[config.mk]
export PLATFORM = sky130hd
export DESIGN_NAME = dvi_video_timing_gen
export DESIGN_NICKNAME = d
export VERILOG_FILES = /design/src/rtl/dvi_video_pkg.sv /design/src/rtl/dvi_pattern_gen.sv /design/src/rtl/dvi_video_timing_gen.sv
export SDC_FILE = /design/constraint.sdc
export NUM_CORES = 1
export LEC_CHECK = 0
export CORE_ASPECT_RATIO = 0.9
export CORE_MARGIN = 4
export CORE_UTILIZATION = 55
export CTS_CLUSTER_DIAMETER = 60
export DETAILED_ROUTE_END_ITERATION = 7
export PLACE_DENSITY = 0.79
export SYNTH_ARGS = -nofsm -noshare
export SYNTH_HDL_FRONTEND = slang
export SYNTH_SLANG_ARGS = --single-unit
[constraint.sdc]
create_clock -name pixel_clock -period 2.9 [get_ports pixel_clock]
set_input_delay 0.435 -clock pixel_clock [delete_from_list [all_inputs] [get_ports pixel_clock]]
set_output_delay 0.435 -clock pixel_clock [all_outputs]
set_load 0.02 [all_outputs]
[src/rtl/dvi_video_pkg.sv]
// Shared definitions for the DVI video timing generator: standard timing sets,
// test-pattern encodings and the colour-bar palette.
package dvi_video_pkg;

  typedef enum logic [1:0] {
    PAT_BARS  = 2'd0,
    PAT_RAMP  = 2'd1,
    PAT_CHECK = 2'd2,
    PAT_WHITE = 2'd3
  } pattern_e;

  typedef struct packed {
    int unsigned h_active;
    int unsigned h_fp;
    int unsigned h_sync;
    int unsigned h_bp;
    int unsigned v_active;
    int unsigned v_fp;
    int unsigned v_sync;
    int unsigned v_bp;
  } timing_t;

  localparam timing_t TIMING_720P  = '{1280, 110, 40, 220, 720, 5, 5, 20};
  localparam timing_t TIMING_1080P = '{1920, 88, 44, 148, 1080, 4, 5, 36};
  localparam timing_t TIMING_480P  = '{640, 16, 96, 48, 480, 10, 2, 33};

  localparam logic [23:0] RGB_WHITE   = 24'hFFFFFF;
  localparam logic [23:0] RGB_YELLOW  = 24'hFFFF00;
  localparam logic [23:0] RGB_CYAN    = 24'h00FFFF;
  localparam logic [23:0] RGB_GREEN   = 24'h00FF00;
  localparam logic [23:0] RGB_MAGENTA = 24'hFF00FF;
  localparam logic [23:0] RGB_RED     = 24'hFF0000;
  localparam logic [23:0] RGB_BLUE    = 24'h0000FF;
  localparam logic [23:0] RGB_BLACK   = 24'h000000;

  // Bars run left to right in descending luminance.
  function automatic logic [23:0] bar_colour(input logic [2:0] idx);
    case (idx)
      3'd0:    return RGB_WHITE;
      3'd1:    return RGB_YELLOW;
      3'd2:    return RGB_CYAN;
      3'd3:    return RGB_GREEN;
      3'd4:    return RGB_MAGENTA;
      3'd5:    return RGB_RED;
      3'd6:    return RGB_BLUE;
      default: return RGB_BLACK;
    endcase
  endfunction

endpackage

[src/rtl/dvi_pattern_gen.sv]
// Combinational test-pattern lookup: maps the current position, bar index and
// frame-latched pattern selection to a 24-bit RGB pixel.
module dvi_pattern_gen
  import dvi_video_pkg::*;
(
  input  logic [11:0] x,
  input  logic [10:0] y,
  input  logic [2:0]  bar_idx,
  input  pattern_e    pattern,
  output logic [23:0] pixel
);

  always_comb begin
    // NOTE: assign a default before the case so every path drives pixel and no latch is inferred.
    pixel = RGB_BLACK;
    case (pattern)
      PAT_BARS:  pixel = bar_colour(bar_idx);
      PAT_RAMP:  pixel = {3{x[7:0]}};
      PAT_CHECK: pixel = (x[5] ^ y[5]) ? RGB_WHITE : RGB_BLACK;
      PAT_WHITE: pixel = RGB_WHITE;
      default:   pixel = RGB_BLACK;
    endcase
  end

endmodule

[src/rtl/dvi_video_timing_gen.sv]
// Raster timing and test-pattern source for DVI bring-up; every output is
// registered one cycle after the h/v counter state it decodes.
module dvi_video_timing_gen
  import dvi_video_pkg::*;
#(
  parameter int unsigned H_ACTIVE = TIMING_720P.h_active,
  parameter int unsigned H_FP     = TIMING_720P.h_fp,
  parameter int unsigned H_SYNC   = TIMING_720P.h_sync,
  parameter int unsigned H_BP     = TIMING_720P.h_bp,
  parameter int unsigned V_ACTIVE = TIMING_720P.v_active,
  parameter int unsigned V_FP     = TIMING_720P.v_fp,
  parameter int unsigned V_SYNC   = TIMING_720P.v_sync,
  parameter int unsigned V_BP     = TIMING_720P.v_bp,
  parameter logic        HS_POL   = 1'b1,
  parameter logic        VS_POL   = 1'b1
) (
  input  logic        pixel_clock,
  input  logic        reset,
  input  logic        enable,
  input  logic [1:0]  pattern_sel,
  output logic        den,
  output logic        hsync,
  output logic        vsync,
  output logic [23:0] pixel_data,
  output logic [11:0] pixel_x,
  output logic [10:0] pixel_y,
  output logic        frame_start
);

  localparam int unsigned H_TOTAL = H_ACTIVE + H_FP + H_SYNC + H_BP;
  localparam int unsigned V_TOTAL = V_ACTIVE + V_FP + V_SYNC + V_BP;
  localparam int          HW      = $clog2(H_TOTAL);
  localparam int          VW      = $clog2(V_TOTAL);
  localparam int unsigned BAR_W   = (H_ACTIVE >= 8) ? H_ACTIVE / 8 : 1;

  localparam logic [HW-1:0] H_LAST   = HW'(H_TOTAL - 1);
  localparam logic [HW-1:0] H_ACT_C  = HW'(H_ACTIVE);
  localparam logic [HW-1:0] HS_START = HW'(H_ACTIVE + H_FP);
  localparam logic [HW-1:0] HS_END   = HW'(H_ACTIVE + H_FP + H_SYNC);
  localparam logic [HW-1:0] BAR_LAST = HW'(BAR_W - 1);
  localparam logic [VW-1:0] V_LAST   = VW'(V_TOTAL - 1);
  localparam logic [VW-1:0] V_ACT_C  = VW'(V_ACTIVE);
  localparam logic [VW-1:0] VS_START = VW'(V_ACTIVE + V_FP);
  localparam logic [VW-1:0] VS_END   = VW'(V_ACTIVE + V_FP + V_SYNC);

  if (H_ACTIVE == 0 || H_FP == 0 || H_SYNC == 0 || H_BP == 0 ||
      V_ACTIVE == 0 || V_FP == 0 || V_SYNC == 0 || V_BP == 0 ||
      H_ACTIVE > 4095 || V_ACTIVE > 2047) begin : g_bad_params
    $error("dvi_video_timing_gen: illegal timing parameters");
  end

  logic [HW-1:0] h_cnt, h_nxt, bar_cnt, bar_cnt_nxt;
  logic [VW-1:0] v_cnt, v_nxt;
  logic [2:0]    bar_idx, bar_idx_nxt;
  pattern_e      pat_q, pat_nxt, cur_pat;
  logic          sof, h_act, v_act;
  logic [23:0]   pix;
  logic          den_nxt, hsync_nxt, vsync_nxt, fs_nxt;
  logic [23:0]   pix_nxt;
  logic [11:0]   px_nxt;
  logic [10:0]   py_nxt;

  assign sof     = (h_cnt == '0) && (v_cnt == '0);
  assign h_act   = h_cnt < H_ACT_C;
  assign v_act   = v_cnt < V_ACT_C;
  // The pixel at (0,0) already uses the newly sampled selection.
  assign cur_pat = sof ? pattern_e'(pattern_sel) : pat_q;

  dvi_pattern_gen u_pattern (
    .x       (12'(h_cnt)),
    .y       (11'(v_cnt)),
    .bar_idx (bar_idx),
    .pattern (cur_pat),
    .pixel   (pix)
  );

  always_comb begin
    h_nxt       = '0;
    v_nxt       = '0;
    bar_cnt_nxt = '0;
    bar_idx_nxt = '0;
    pat_nxt     = pat_q;
    den_nxt     = 1'b0;
    hsync_nxt   = ~HS_POL;
    vsync_nxt   = ~VS_POL;
    pix_nxt     = '0;
    px_nxt      = '0;
    py_nxt      = '0;
    fs_nxt      = 1'b0;
    if (enable) begin
      h_nxt       = (h_cnt == H_LAST) ? '0 : h_cnt + HW'(1);
      v_nxt       = v_cnt;
      bar_cnt_nxt = bar_cnt;
      bar_idx_nxt = bar_idx;
      if (h_cnt == H_LAST) begin
        v_nxt       = (v_cnt == V_LAST) ? '0 : v_cnt + VW'(1);
        bar_cnt_nxt = '0;
        bar_idx_nxt = '0;
      end else if (bar_idx != 3'd7) begin
        // The last bar never advances, so it absorbs the H_ACTIVE/8 remainder.
        if (bar_cnt == BAR_LAST) begin
          bar_cnt_nxt = '0;
          bar_idx_nxt = bar_idx + 3'd1;
        end else begin
          bar_cnt_nxt = bar_cnt + HW'(1);
        end
      end
      if (sof) pat_nxt = cur_pat;
      den_nxt   = h_act && v_act;
      hsync_nxt = (h_cnt >= HS_START && h_cnt < HS_END) ? HS_POL : ~HS_POL;
      vsync_nxt = (v_cnt >= VS_START && v_cnt < VS_END) ? VS_POL : ~VS_POL;
      pix_nxt   = (h_act && v_act) ? pix : '0;
      px_nxt    = (h_act && v_act) ? 12'(h_cnt) : '0;
      py_nxt    = v_act ? 11'(v_cnt) : '0;
      fs_nxt    = sof;
    end
  end

  always_ff @(posedge pixel_clock or posedge reset) begin
    if (reset) begin
      h_cnt       <= '0;
      v_cnt       <= '0;
      bar_cnt     <= '0;
      bar_idx     <= '0;
      pat_q       <= PAT_BARS;
      den         <= 1'b0;
      hsync       <= ~HS_POL;
      vsync       <= ~VS_POL;
      pixel_data  <= '0;
      pixel_x     <= '0;
      pixel_y     <= '0;
      frame_start <= 1'b0;
    end else begin
      // NOTE: non-blocking assignments so every register samples pre-edge values.
      h_cnt       <= h_nxt;
      v_cnt       <= v_nxt;
      bar_cnt     <= bar_cnt_nxt;
      bar_idx     <= bar_idx_nxt;
      pat_q       <= pat_nxt;
      den         <= den_nxt;
      hsync       <= hsync_nxt;
      vsync       <= vsync_nxt;
      pixel_data  <= pix_nxt;
      pixel_x     <= px_nxt;
      pixel_y     <= py_nxt;
      frame_start <= fs_nxt;
    end
  end

endmodule

==> results of run 1 <==
[per-stage QoR]
stage	util (%)	worst slack [ps]	cells	cell area [um^2]	hold slack (ps)
floorplan	-	243	386	4040	490
global placement	65.2	623	516	4640	534
detailed placement	65.2	466	516	4640	549
CTS	67.9	515	532	4830	506
global route	67.9	352	532	4830	538
finish	67.9	521	532	4830	492
[critical path: stages, from the launching register on]
cell	delay, ps
dfrtp_1	470
inv_1	110
ha_1	130
nor3b_1	290
nand3_2	180
or4_4	570
o311ai_4	410
a21oi_1	100
[area by class of cell]
class / instances / area [um^2] / share of cell area, %
sequential: 86 / 2150 / 44.6
multi-input combinational: 265 / 1730 / 35.8
timing repair buffer: 60 / 596 / 12.3
clock buffer: 10 / 138 / 2.85
tap: 93 / 116 / 2.41
clock inverter: 6 / 50.0 / 1.04
inverter: 12 / 46.3 / 0.959
[cells by family (layout without fill, tap and decap cells)]
family / count (synthesis) / after routing / share of synthesized area (%)
simple gates: 149 / 149 / 20.5
fa+ha+maj: 14 / 14 / 4.34
xor+xnor: 17 / 17 / 3.69
flops: 86 / 86 / 53.3
other cells: 1 / 2 / 0.0929
compound gates: 76 / 76 / 12.3
buf+inv: 35 / 88 / 3.97
mux: 7 / 7 / 1.86
[path summary, 6_finish.rpt]
path / start / cells after the start / slack (ps) / endpoint
setup / recovery: h_cnt[1] / 7 / 520 / pixel_data[17]
hold / removal: reset / 2 / 490 / pixel_data[5]
setup reg to reg: h_cnt[1] / 7 / 520 / pixel_data[17]
hold reg to reg: bar_cnt[10] / 2 / 560 / bar_cnt[10]
max in group asynchronous: reset / 3 / 1750 / v_cnt[1]
min in group pixel_clock: bar_cnt[10] / 2 / 560 / bar_cnt[10]
[metal layers]
layer	GRT usage, %	wire length, um	vias up
li1	-	-	1438
met5	0	0	-
met2	34.0	4010	81
met3	5.15	388	19
met1	25.3	3500	1455
met4	9.68	194	0
[cells in the mapped netlist, types with 11 or more instances]
library cell  instances
dfrtp_1              86
a21oi_1              34
nor2_1               29
nand2_1              28
o21ai_0              24
and3_1               20
clkbuf_1             15
ha_1                 14
nand3_1              13
inv_1                12
and2_1               11
xnor2_1              11
[flip-flops by register name, summed over array words and instances, names as in the netlist]
signal and cells:
pixel_data 24, bar_cnt 11, h_cnt 11, pixel_x 11
pixel_y 10, v_cnt 10, bar_idx 3, pat_q 2
den 1, frame_start 1, hsync 1, vsync 1
[where the power goes]
part	switching (mW)	internal, mW	total (mW)	leakage [nW]
combinational	0.402	0.318	0.720	0.865
sequential	0.0742	1.33	1.41	1.15
clock	0.440	0.344	0.784	0.0899
==> impl.org, run 1 <==
** Floorplanning
- From left edge to right edge, the die measures 98.3 um.
- Total core area :: 0.00711 mm^2
- Once the floorplan was initialized, standard cells occupied 56.8% of the core.
- The floorplan step set the die height to 89.3 um.
- Floorplan die area :: 0.00878 mm^2
- The initialized floorplan defines 29 standard-cell rows.
- Number of primary I/O pins :: 56

** Yosys
- The average instance in the mapped netlist occupies 10.5 um^2.
- For this run, asynchronously set or reset flops after synthesis account for 100%.
- Cell taking the most area after synthesis :: dfrtp_1
- Synthesis inferred 86 register bits.
- Number of instances in the synthesized netlist :: 385
- The synthesized design contains 0 enable-type register cells.
- Yosys attributes the largest share of cell area to dfrtp_1 (53%), ha_1 (4.3%), a21oi_1 (4.2%), and3_1 (3.1%), o21ai_0 (3.0%).
- Synth top area share :: 53.3%
- In the synthesized netlist the dominant register cell turns out to be dfrtp_1.
- Sequential share of the synthesized area :: 53.3%
- Netlist Area Pre-Place :: 0.00404 mm^2
- Warning count from the yosys run :: 0
- The netlist uses 53 different library cells.

** Clock tree
- Root cell of the clock tree :: clkbuf_8
- Buffer levels on the longest clock path :: 2
- Clock-pin slew was measured on the worst setup and hold paths at 90 ps.
- In this run the number of H-tree levels came out at 3.
- CTS tree :: done
- In this run the post-CTS setup repair buffer count came out at 0.
- The number of gates resized after CTS was 0.
- Clock buffers created by TritonCTS :: 9
- Skew-Pair Late Insertion Delay :: 360 ps
- CTS sink cnt :: 86
- Number of buffers inserted for hold repair after clock tree synthesis :: 0

** Route
- After detailed routing, the average wire length per cell comes to 15.2 um.
- In the routed layout, each cell is associated on average with a via count of 5.63.
- Number of routed nets with antenna violations :: 0
- Detailed-route via count :: 2993
- Post-Route WL :: 8090 um
- DRC Markers :: 0
- The first routing iteration left 138 violations.
- The first detailed-routing pass took 5 iterations.

** Finish
- Compared with the post-synthesis result, the final layout area differs by 19.6%.
- The number of antenna diodes in the final layout is 0.
- Of the cells placed in the final design, the portion with a size suffix greater than 1 is 10.3%.
- In the layout the commonest cells are dfrtp_1 (86), clkdlybuf4s50_1 (53), a21oi_1 (34).
- In the final design database the tool counted 453 nets.
- The library cell used most frequently in the layout, excluding fill and tap cells, is dfrtp_1.
- # fillers :: 557

** Place
- Final HPWL DP :: 5960 um
- The count of buffers added on input and output ports is 53.
- Routability congestion estimate :: 0.849

** Timing
- The final max-slew violation count came to 0.
- Setup skew after layout :: 9.26 ps
- Fin crit share :: 82.0%
- Final total negative setup slack :: 0 ps
- Timing would allow up to 420 MHz.
- For the pin with the worst max-slew slack, the measured transition is 727 ps.
- Count of endpoints failing setup in the final report :: 0
- Relative slew slack :: 51.5%
- Hold violation total from the final report :: 0
- Setup repair after global routing left no endpoint under its margin.
- Shortest clock period the worst path allows after layout :: 2380 ps

** Global routing
- The initial antenna violation count is 0.
- Entering global routing, the biggest net connects 48 pins.
- Vias in the first global route :: 2970
- Remaining Overflow, GRT :: 0
- Overall routing resource usage :: 20.4%
- Global-route wire length before repair :: 14000 um

** Run status
- Result of the run :: complete, no violations

** Flow run
- Max-cap violations in this run came to 0.

** Worst setup path
- Along the worst path, the maximum fanout reaches 8.
- The critical path in this run is classified as register to register.
- Endpoint type of the worst setup path :: register
- Critical path launch point type :: register
- Data required time of the critical path :: 3130 ps
- Crit path DAT :: 2610 ps

** Power and ir drop
- The design draws 2.91 mW.
- Worst vdd ir :: 0.412 mV
- Leak :: 2.11 nW
- Pwr per Cell Area :: 603 mW/mm^2

** Hold path
- Hold WC Path Type :: input pin to asynchronous set/reset pin
(Power assumes the default switching activity.)
==> run 2, diff against run 1 <==
--- a/config.mk
+++ b/config.mk
@@ -7,10 +7,10 @@
 export LEC_CHECK = 0
 export CORE_ASPECT_RATIO = 0.9
 export CORE_MARGIN = 4
-export CORE_UTILIZATION = 55
+export CORE_UTILIZATION = 49
 export CTS_CLUSTER_DIAMETER = 60
 export DETAILED_ROUTE_END_ITERATION = 7
-export PLACE_DENSITY = 0.79
+export PLACE_DENSITY = 0.75
 export SYNTH_ARGS = -nofsm -noshare
 export SYNTH_HDL_FRONTEND = slang
 export SYNTH_SLANG_ARGS = --single-unit
==> constraint.sdc (replaced) <==
create_clock -name pixel_clock -period 2.1 [get_ports pixel_clock]
set_input_delay 0.315 -clock pixel_clock [delete_from_list [all_inputs] [get_ports pixel_clock]]
set_output_delay 0.315 -clock pixel_clock [all_outputs]
set_load 0.02 [all_outputs]
==> impl.org, run 2 (synthesis results as in run 1) <==
** Run status
- Result of the run :: complete, no violations

** Clock tree
- Buffer levels on the longest clock path :: 2 (unchanged)
- The tree is rooted in a clkbuf_8.
- The clock input transition at the sequential cells of the worst setup and hold paths is 90 ps (about the same).
- Number of levels the H-tree was split into :: 3 (unchanged)
- TritonCTS built the clock tree.
- Clock buffers created by TritonCTS :: 9 (unchanged)
- Skew-Pair Late Insertion Delay :: 360 ps (about the same)
- The number of clock sinks came to 86 (unchanged).

** Power and ir drop
- The worst ir drop on vdd came to 0.488 mV (+19%).
- The leakage power came to 2.43 nW (+15%).
- The power per cell area was 787 mW/mm^2 (+30%).

** Global routing
- The initial antenna violation count was 0 (unchanged).
- The final global-route overflow total was 0 (unchanged).
- The pin count of the biggest net entering global routing was 42 (-13%).
- The via count of the first global-routing pass came to 3226 (+8.6%).
- The global-route usage over all layers came to 20.0% (-0.32 points).
- The global-route wire length before repair came to 15800 um (+13%).

** Worst setup path
- CP max FO :: 8 (unchanged)
- Data required time of the critical path :: 2350 ps (-780 ps)
- The number of buffer and inverter instances along the worst setup path is 1 (unchanged).
- The worst register-to-register path begins at h_cnt[8].
- Launching element of the worst setup path :: h_cnt[8]
- The logic depth of the worst path, buffers included came to 6 (-1).
- Delay of the slowest cell on the worst path :: 560 ps (about the same)
- Endpoint type of the worst setup path :: register
- The largest individual stage delay along the critical path comes from the cell or4_4.
- Crit path DAT :: 2300 ps (-310 ps)
- R2R Setup Slk :: 50 ps (-470 ps)
- By startpoint and endpoint, the worst setup path is classified as register to register.
- Reg2Reg Depth :: 6 (-1)
- Destination of the worst register-to-register timing path :: pixel_data[23]
- The cell family contributing the most delay on the critical path is simple AND/OR/NAND/NOR gates.
- Crit path capture :: pixel_data[23]
- Critical path launch point type :: register
- Series of cell instances along the critical path :: nor4_4 -> nand3_2 -> or4_4 -> o311ai_4 -> buf_6 -> a21oi_2

** Floorplanning
- The effective utilization at floorplan is 50.3% (-6.5 points).
- Width of the chip :: 104 um (+5.5%)
- Total core area :: 0.00803 mm^2 (+13%)
- Die span in y :: 94.1 um (+5.4%)
- The number of rows created at floorplan is 31 (+6.9%).
- Number of primary I/O pins :: 56 (unchanged)
- The full die area came to 0.00976 mm^2 (+11%).

** Route
- The count of antenna-violating nets left after detailed routing was 0 (unchanged).
- Post-Route WL :: 9600 um (+19%)
- Routed WL per cell :: 16.4 um (+7.6%)
- The via density per instance is 5.53 (-1.7%).
- Detailed-router iteration count before antenna repair :: 4 (-1)
- The number of design rule violations left after detail routing is 0 (unchanged).
- The initial DRC count was 142 (+2.9%).
- Detailed-route via count :: 3247 (+8.5%)

** Flow run
- Number of max-capacitance violations reported :: 0 (unchanged)

** Place
- Port Buffer Count :: 53 (unchanged)
- Cell Area, Placed :: 0.00499 mm^2 (+7.6%)
- Routability congestion estimate :: 0.848 (about the same)
- The half-perimeter wire length after placement came to 6640 um (+12%).
- The number of cells in the design after placement was 563 (+9.1%).

** Timing
- Hold violation total from the final report :: 0 (unchanged)
- Setup skew after layout :: 11.9 ps (+2.67 ps)
- Fmax :: 488 MHz (+16%)
- Setup repair after global routing missed its margin :: yes
- The final max-slew violation count was 0 (unchanged).
- The final-report setup violation count is 0 (unchanged).
- The total negative slack was 0 ps (unchanged).
- Shortest clock period the worst path allows after layout :: 2050 ps (-330 ps)
- The part of the cycle the worst path needs is 97.5% (+16 points).

** Finish
- The library cell used most frequently in the layout, excluding fill and tap cells, is dfrtp_1.
- Flip-flop count of the largest register, all copies and words added :: 24 (unchanged)
- Cell area after layout :: 0.00543 mm^2 (+12%)
- The fill cell total of the finished layout was 564 (+1.3%).
- Final nets :: 502 (+11%)
- Share of final-layout standard cells stronger than drive strength 1 :: 25.4% (+15 points)
- In the layout the commonest cells are dfrtp_1 (85), clkdlybuf4s50_1 (53), buf_4 (48).
- Largest Register :: pixel_data
- Compared with the post-synthesis result, the final layout area differs by 34.5%.
- The final non-filler cell total was 587 (+10%).
- Share of the core filled with cells in the final layout :: 67.6% (-0.26 points)
- Inserted Diodes :: 0 (unchanged)

** Hold path
- Hold WC Path Type :: input pin to asynchronous set/reset pin
## run 2: changes by cell type in the layout (fill, tap and decap cells not counted), moves of 4 or more
| cell | previous run | this run |
|---|---|---|
| buf_4 | 6 | 48 |
| a21oi_1 | 34 | 20 |
| a21oi_2 | 0 | 14 |
| o21ai_0 | 24 | 19 |
| o21ai_1 | 0 | 5 |
| buf_6 | 0 | 4 |
## run 2: cell type report
| type | count | area (um^2) | area share [%] |
|---|---|---|---|
| clock buffer | 10 | 138 | 2.54 |
| timing repair buffer | 109 | 1020 | 18.7 |
| clock inverter | 6 | 52.6 | 0.968 |
| tap | 99 | 124 | 2.28 |
| sequential | 86 | 2150 | 39.7 |
| multi-input combinational | 265 | 1900 | 34.9 |
| inverter | 12 | 48.8 | 0.899 |
## run 2: worst register-to-register path: stages, from the launching register on
cell      delay [ps]
dfrtp_2          460
nor4_4           310
nand3_2          130
or4_4            560
o311ai_4         250
buf_6            190
a21oi_2           60
## run 2: worst min path at each step
stage / startpoint / to / slack (ps) / cells after the start
2_1_floorplan: enable / pixel_y[8] / 450 / 2
3_3_place_gp: bar_cnt[1] / bar_cnt[1] / 540 / 2
3_5_place_dp: bar_cnt[1] / bar_cnt[1] / 550 / 2
4_1_cts: reset / pixel_y[5] / 290 / 2
5_1_grt: reset / pixel_y[5] / 310 / 2
6_report: reset / pixel_y[4] / 290 / 2
## run 2: stage by stage
stage / power (mW) / setup slack, ps / hold WS, ps
CTS: 4.20 / 3.20 / 289
global route: 4.46 / -48.6 / 308
finish: 4.27 / 51.6 / 289
global placement: 3.05 / -57.0 / 535
detailed placement: 3.07 / -92.8 / 546
floorplan: 2.54 / 20.9 / 448
## run 2: layer usage
layer	global-route usage (%)	part of all wire [%]
met1	25.5	43
met2	34.5	51
met3	5.29	5.4
met4	4.87	1.3
met5	0	0
## run 2: power by group
| group | internal (mW) | switching [mW] | leakage, nW |
|---|---|---|---|
| sequential | 1.84 | 0.0924 | 1.15 |
| clock | 0.480 | 0.619 | 0.0914 |
| combinational | 0.580 | 0.658 | 1.18 |
| total | 2.90 | 1.37 | 2.43 |
## run 2: repair_timing
item	4_1_cts	5_1_grt
cloned	1	0
buffers inserted	5	2
setup endpoints to repair	32	35
pin swaps	5	13
hold buffers	0	0
resized for setup	9	37
